[src/rtl/adder_share_ctrl.sv]
// adder_share_ctrl: two requesters share one ripple-carry adder.
// A round-robin arbiter picks one operand pair in IDLE, the pair is added
// in ADD and the result is held on the shared response channel in RESP
// until the consumer accepts it.
module adder_share_ctrl #(
    parameter int WIDTH = 4,
    parameter int CNT_W = 8
) (
    input  logic             clk,
    input  logic             rst_n,
    input  logic             req0_valid,
    input  logic [WIDTH-1:0] req0_a,
    input  logic [WIDTH-1:0] req0_b,
    output logic             req0_ready,
    input  logic             req1_valid,
    input  logic [WIDTH-1:0] req1_a,
    input  logic [WIDTH-1:0] req1_b,
    output logic             req1_ready,
    output logic             rsp_valid,
    input  logic             rsp_ready,
    output logic             rsp_id,
    output logic [WIDTH-1:0] rsp_sum,
    output logic             rsp_cout,
    output logic             busy,
    output logic [CNT_W-1:0] op_cnt
);

    typedef enum logic [1:0] {
        IDLE = 2'd0,
        ADD  = 2'd1,
        RESP = 2'd2
    } state_t;

    localparam logic [CNT_W-1:0] CNT_ONE = {{(CNT_W-1){1'b0}}, 1'b1};

    state_t           state;
    logic             last_grant;
    logic [WIDTH-1:0] a_q;
    logic [WIDTH-1:0] b_q;
    logic             id_q;

    logic             grant_valid;
    logic             grant_id;
    logic             handshake;
    logic [WIDTH-1:0] sel_a;
    logic [WIDTH-1:0] sel_b;

    logic [WIDTH-1:0] add_sum;
    logic [WIDTH:1]   carry;

    // Round-robin choice: on contention the requester not served last wins,
    // otherwise whichever one is asking. Ready is held low during reset.
    always_comb begin
        grant_valid = req0_valid | req1_valid;
        grant_id    = 1'b0;
        if (req0_valid && req1_valid) begin
            grant_id = ~last_grant;
        end else if (req1_valid) begin
            grant_id = 1'b1;
        end
        req0_ready = 1'b0;
        req1_ready = 1'b0;
        if (rst_n && state == IDLE && grant_valid) begin
            req0_ready = ~grant_id;
            req1_ready = grant_id;
        end
        handshake = req0_ready | req1_ready;
        sel_a     = grant_id ? req1_a : req0_a;
        sel_b     = grant_id ? req1_b : req0_b;
    end

    // Bit 0 of the shared adder is a half adder; there is no carry in.
    always_comb begin
        add_sum[0] = a_q[0] ^ b_q[0];
        carry[1]   = a_q[0] & b_q[0];
    end

    // Remaining bits are full adders rippling the carry towards the MSB.
    for (genvar i = 1; i < WIDTH; i++) begin : g_full_adder
        always_comb begin
            add_sum[i]   = a_q[i] ^ b_q[i] ^ carry[i];
            carry[i+1]   = (a_q[i] & b_q[i]) | (carry[i] & (a_q[i] ^ b_q[i]));
        end
    end

    // Capture/add/respond sequencer with registered response and status
    // outputs; reset drops any operation in flight without a response.
    always_ff @(posedge clk or negedge rst_n) begin
        if (!rst_n) begin
            state      <= IDLE;
            last_grant <= 1'b1;
            a_q        <= '0;
            b_q        <= '0;
            id_q       <= 1'b0;
            rsp_valid  <= 1'b0;
            rsp_id     <= 1'b0;
            rsp_sum    <= '0;
            rsp_cout   <= 1'b0;
            busy       <= 1'b0;
            op_cnt     <= '0;
        end else begin
            case (state)
                IDLE: begin
                    if (handshake) begin
                        a_q        <= sel_a;
                        b_q        <= sel_b;
                        id_q       <= grant_id;
                        last_grant <= grant_id;
                        busy       <= 1'b1;
                        state      <= ADD;
                    end
                end
                ADD: begin
                    rsp_sum   <= add_sum;
                    rsp_cout  <= carry[WIDTH];
                    rsp_id    <= id_q;
                    rsp_valid <= 1'b1;
                    state     <= RESP;
                end
                RESP: begin
                    if (rsp_ready) begin
                        rsp_valid <= 1'b0;
                        busy      <= 1'b0;
                        op_cnt    <= op_cnt + CNT_ONE;
                        state     <= IDLE;
                    end
                end
                default: begin
                    rsp_valid <= 1'b0;
                    busy      <= 1'b0;
                    state     <= IDLE;
                end
            endcase
        end
    end

endmodule

[config.mk]
export PLATFORM = sky130hd
export DESIGN_NAME = adder_share_ctrl
export DESIGN_NICKNAME = d
export VERILOG_FILES = /design/src/rtl/adder_share_ctrl.sv
export SDC_FILE = /design/constraint.sdc
export NUM_CORES = 1
export LEC_CHECK = 0
export ABC_CLOCK_PERIOD_IN_PS = 2200
export BUFFER_PORTS_ARGS = -buffer_cell sky130_fd_sc_hd__buf_4
export CORE_UTILIZATION = 29
export DETAILED_ROUTE_END_ITERATION = 8
export SETUP_SLACK_MARGIN = 0.02
export SYNTH_ARGS = -nofsm -noshare
export SYNTH_HDL_FRONTEND = slang
export SYNTH_SLANG_ARGS = --single-unit
[constraint.sdc]
create_clock -name clk -period 2.2 [get_ports clk]
set_input_delay 0.22 -clock clk [delete_from_list [all_inputs] [get_ports clk]]
set_output_delay 0.22 -clock clk [all_outputs]
set_load 0.005 [all_outputs]
==> qor.txt <==
Critical Path Max Stage Delay: 0.40 ns
1st-pass router iterations: 6
Largest family of logic cells by synthesized area: simple AND/OR/NAND/NOR gates
CP Capture Type: flop
Cell variety after synth: 33
LEAKAGE: 0.0008280 uW
Synthesized area: 1341 um^2
Power density over cell area: 1069 nW/um^2
Cells along the critical path: ha_1 > fa_1 > fa_1 > inv_1 > fa_1 > o21ai_0
DRC Markers: 0
Top-area cell type share of the netlist area: 0.5037
Flops & latches, synth: 28
Input/output buffers: 38
# Post-CTS Setup Buffers: 0
Synth-to-Final Area Change: 28.17%
Vias: 956
Count of pins over their slew limit: 0
First-pass GRT wire length: 4.505 mm
Final hold vios: 0
DIE WIDTH: 70.01 um
Max-cap violations: 0
Post-synth top cells: dfrtp_1, nand2_1, a221o_1
Ant. Diodes: 0
Synth Area in XOR/XNOR: 0.04571
Starting density of the core: 0.3039
# clock sinks: 28
Dpl cells: 195
Post-synth ARST share: 1.000
WS Path Type: reg2reg
Hold WC Path Type: in2reg
Clk slew on worst S/H paths: 0.10 ns
Die Y: 70.01 um
Nets@finish: 175
Most Frequent Cell on Critical Path: fa_1
Final weighted congestion in routability-driven placement: 0.7773
Syn Nets: 135
Setup violators final: 0
Clk root buf: clkbuf_8
1st-iter DRT viols: 34
Average size of a mapped cell: 12.31 um^2
Fill cells: 430
Final period util: 0.9395
Storage cell area: 701.9 um^2
Grt total ovfl: 0
Die area: 4901 um^2
Post-layout util: 0.3895
Site row count: 24
Tightest Pin Transition: 0.8364 ns
Critical path startpoint category: flop
Clk_lat worst skew: 0.27 ns
Core area: 4414 um^2
Slowest cell on the critical path: fa_1
Skew final: 0.008311 ns
Ys Warns: 0
Final TNS setup: 0 ns
Via density: 4.780
IO Pins: 39
H-tree depth: 1
Layout cells sized above 1: 0.4054
Most common cell in the synthesized netlist: dfrtp_1
Synth area leaders: dfrtp_1, a221o_1, nor3_2
Post-synth EDFFs: 0
Final Critical Period: 2.067 ns
WL final: 2.620 mm
Crit-path leading delay family: adder cells
Post-Synth Simple-Gate Area: 0.1856
Synth Instances: 109
CTS Buffer Depth: 2
Top FF cell, synth: dfrtp_1
Max frequency: 0.4838 GHz
Largest net degree at the start of global routing: 19
Sequential element share of the synthesized area: 0.5233
Drt wl/cell: 13.10 um
Largest area contributor in the netlist: dfrtp_1
RSZ-0062 raised after global routing: no
Max_slew headroom: 0.4387
Multi-input logic area: 581.8 um^2
Vias in the first global route: 940
Arr. time, crit path: 2.26 ns
Fraction of the mapped netlist area in adder cells: 0.06343
Non-Filler Instances: 200
Status: finished clean
Synth Area in Compound Gates: 0.09515
Crit path max fanout: 2
Initial antenna violation count: 0
CTS tree: yes
VDD IR-drop max: 467.5 uV
WP buf/inv: 1
Post-synthesis mux area share: 0.04198
DP Wirelength: 2.095 mm
GRT Util Overall: 0.1137
DRT antenna net count: 0
Number of CTS-inserted buffers: 3
Worst EP required: 2.40 ns
[where the power goes]
part / internal (uW) / switching, uW
clock: 130 / 153
sequential: 723 / 173
combinational: 393 / 267
total: 1250 / 593
[through the flow]
step | worst slack (ns) | cell area (um^2) | hold WS (ns) | total power (uW)
2_1_floorplan | 0.2381 | 1341 | -0.07559 | 1260
3_3_place_gp | 0.1826 | 1662 | 0.06507 | 1544
3_5_place_dp | 0.1204 | 1662 | 0.06785 | 1584
4_1_cts | 0.03869 | 1717 | 0.1544 | 1872
5_1_grt | 0.03610 | 1719 | 0.1602 | 2007
6_report | 0.1331 | 1719 | 0.1577 | 1838
[registers in the layout (all words and copies together) (netlist names), 2 cells and up]
signal and cells:
op_cnt 8, a_q 4, b_q 4, rsp_sum 4, state 2
[timing repair]
| action | in CTS | in global routing |
|---|---|---|
| gates resized for setup | 0 | 1 |
| endpoints found under the setup margin | 0 | 1 |
| hold endpoints to repair | 10 | 0 |
| hold buffers | 1 | 0 |
[metal layers]
metal	part of all wire	track usage	up-vias	wire length [um]
li1	-	-	463	-
met1	0.47	0.1576	454	1236
met2	0.46	0.1838	39	1199
met3	0.070	0.03896	0	184
met4	0	0	0	0
met5	0	0	-	0
[kinds of logic (layout without fill, tap and decap cells)]
kind of cell	count (synthesis)	count (layout)
simple gates	38	38
fa+ha+maj	5	5
flops	28	28
compound gates	16	16
buf+inv	10	49
xor+xnor	7	7
mux	5	5
[placed cells by master, fill, tap and decap left out, types with 2 or more instances in the layout]
master / count
a21o_1: 2
a221o_1: 8
buf_4: 40
clkbuf_8: 3
dfrtp_1: 27
fa_1: 3
ha_1: 2
inv_1: 4
mux2_2: 5
nand2_1: 13
nand3_1: 3
nor3_1: 2
nor3_2: 7
o21ai_0: 4
xnor2_1: 3
xor2_1: 4
[final timing paths]
path / from / endpoint / slack [ns] / cells after the start
max: a_q[0]$_DFFE_PN0P_ / rsp_sum[3]$_DFFE_PN0P_ / 0.13 / 6
max reg2reg: a_q[0]$_DFFE_PN0P_ / rsp_sum[3]$_DFFE_PN0P_ / 0.13 / 6
min: rsp_ready / state[1]$_DFFE_PN0P_ / 0.16 / 2
min in group asynchronous: rst_n / id_q$_DFFE_PN0P_ / 0.35 / 2
min reg2reg: op_cnt[7]$_DFFE_PN0P_ / op_cnt[7]$_DFFE_PN0P_ / 0.47 / 1
max in group asynchronous: rst_n / rsp_sum[2]$_DFFE_PN0P_ / 1.39 / 3
[final cells by class]
type / count / area share
inverter: 4 / 0.008734
tap: 52 / 0.03785
timing repair buffer: 41 / 0.1805
clock buffer: 4 / 0.02620
sequential: 28 / 0.4083
multi-input combinational: 71 / 0.3384
Note: power is estimated with default switching activity, not from simulation.
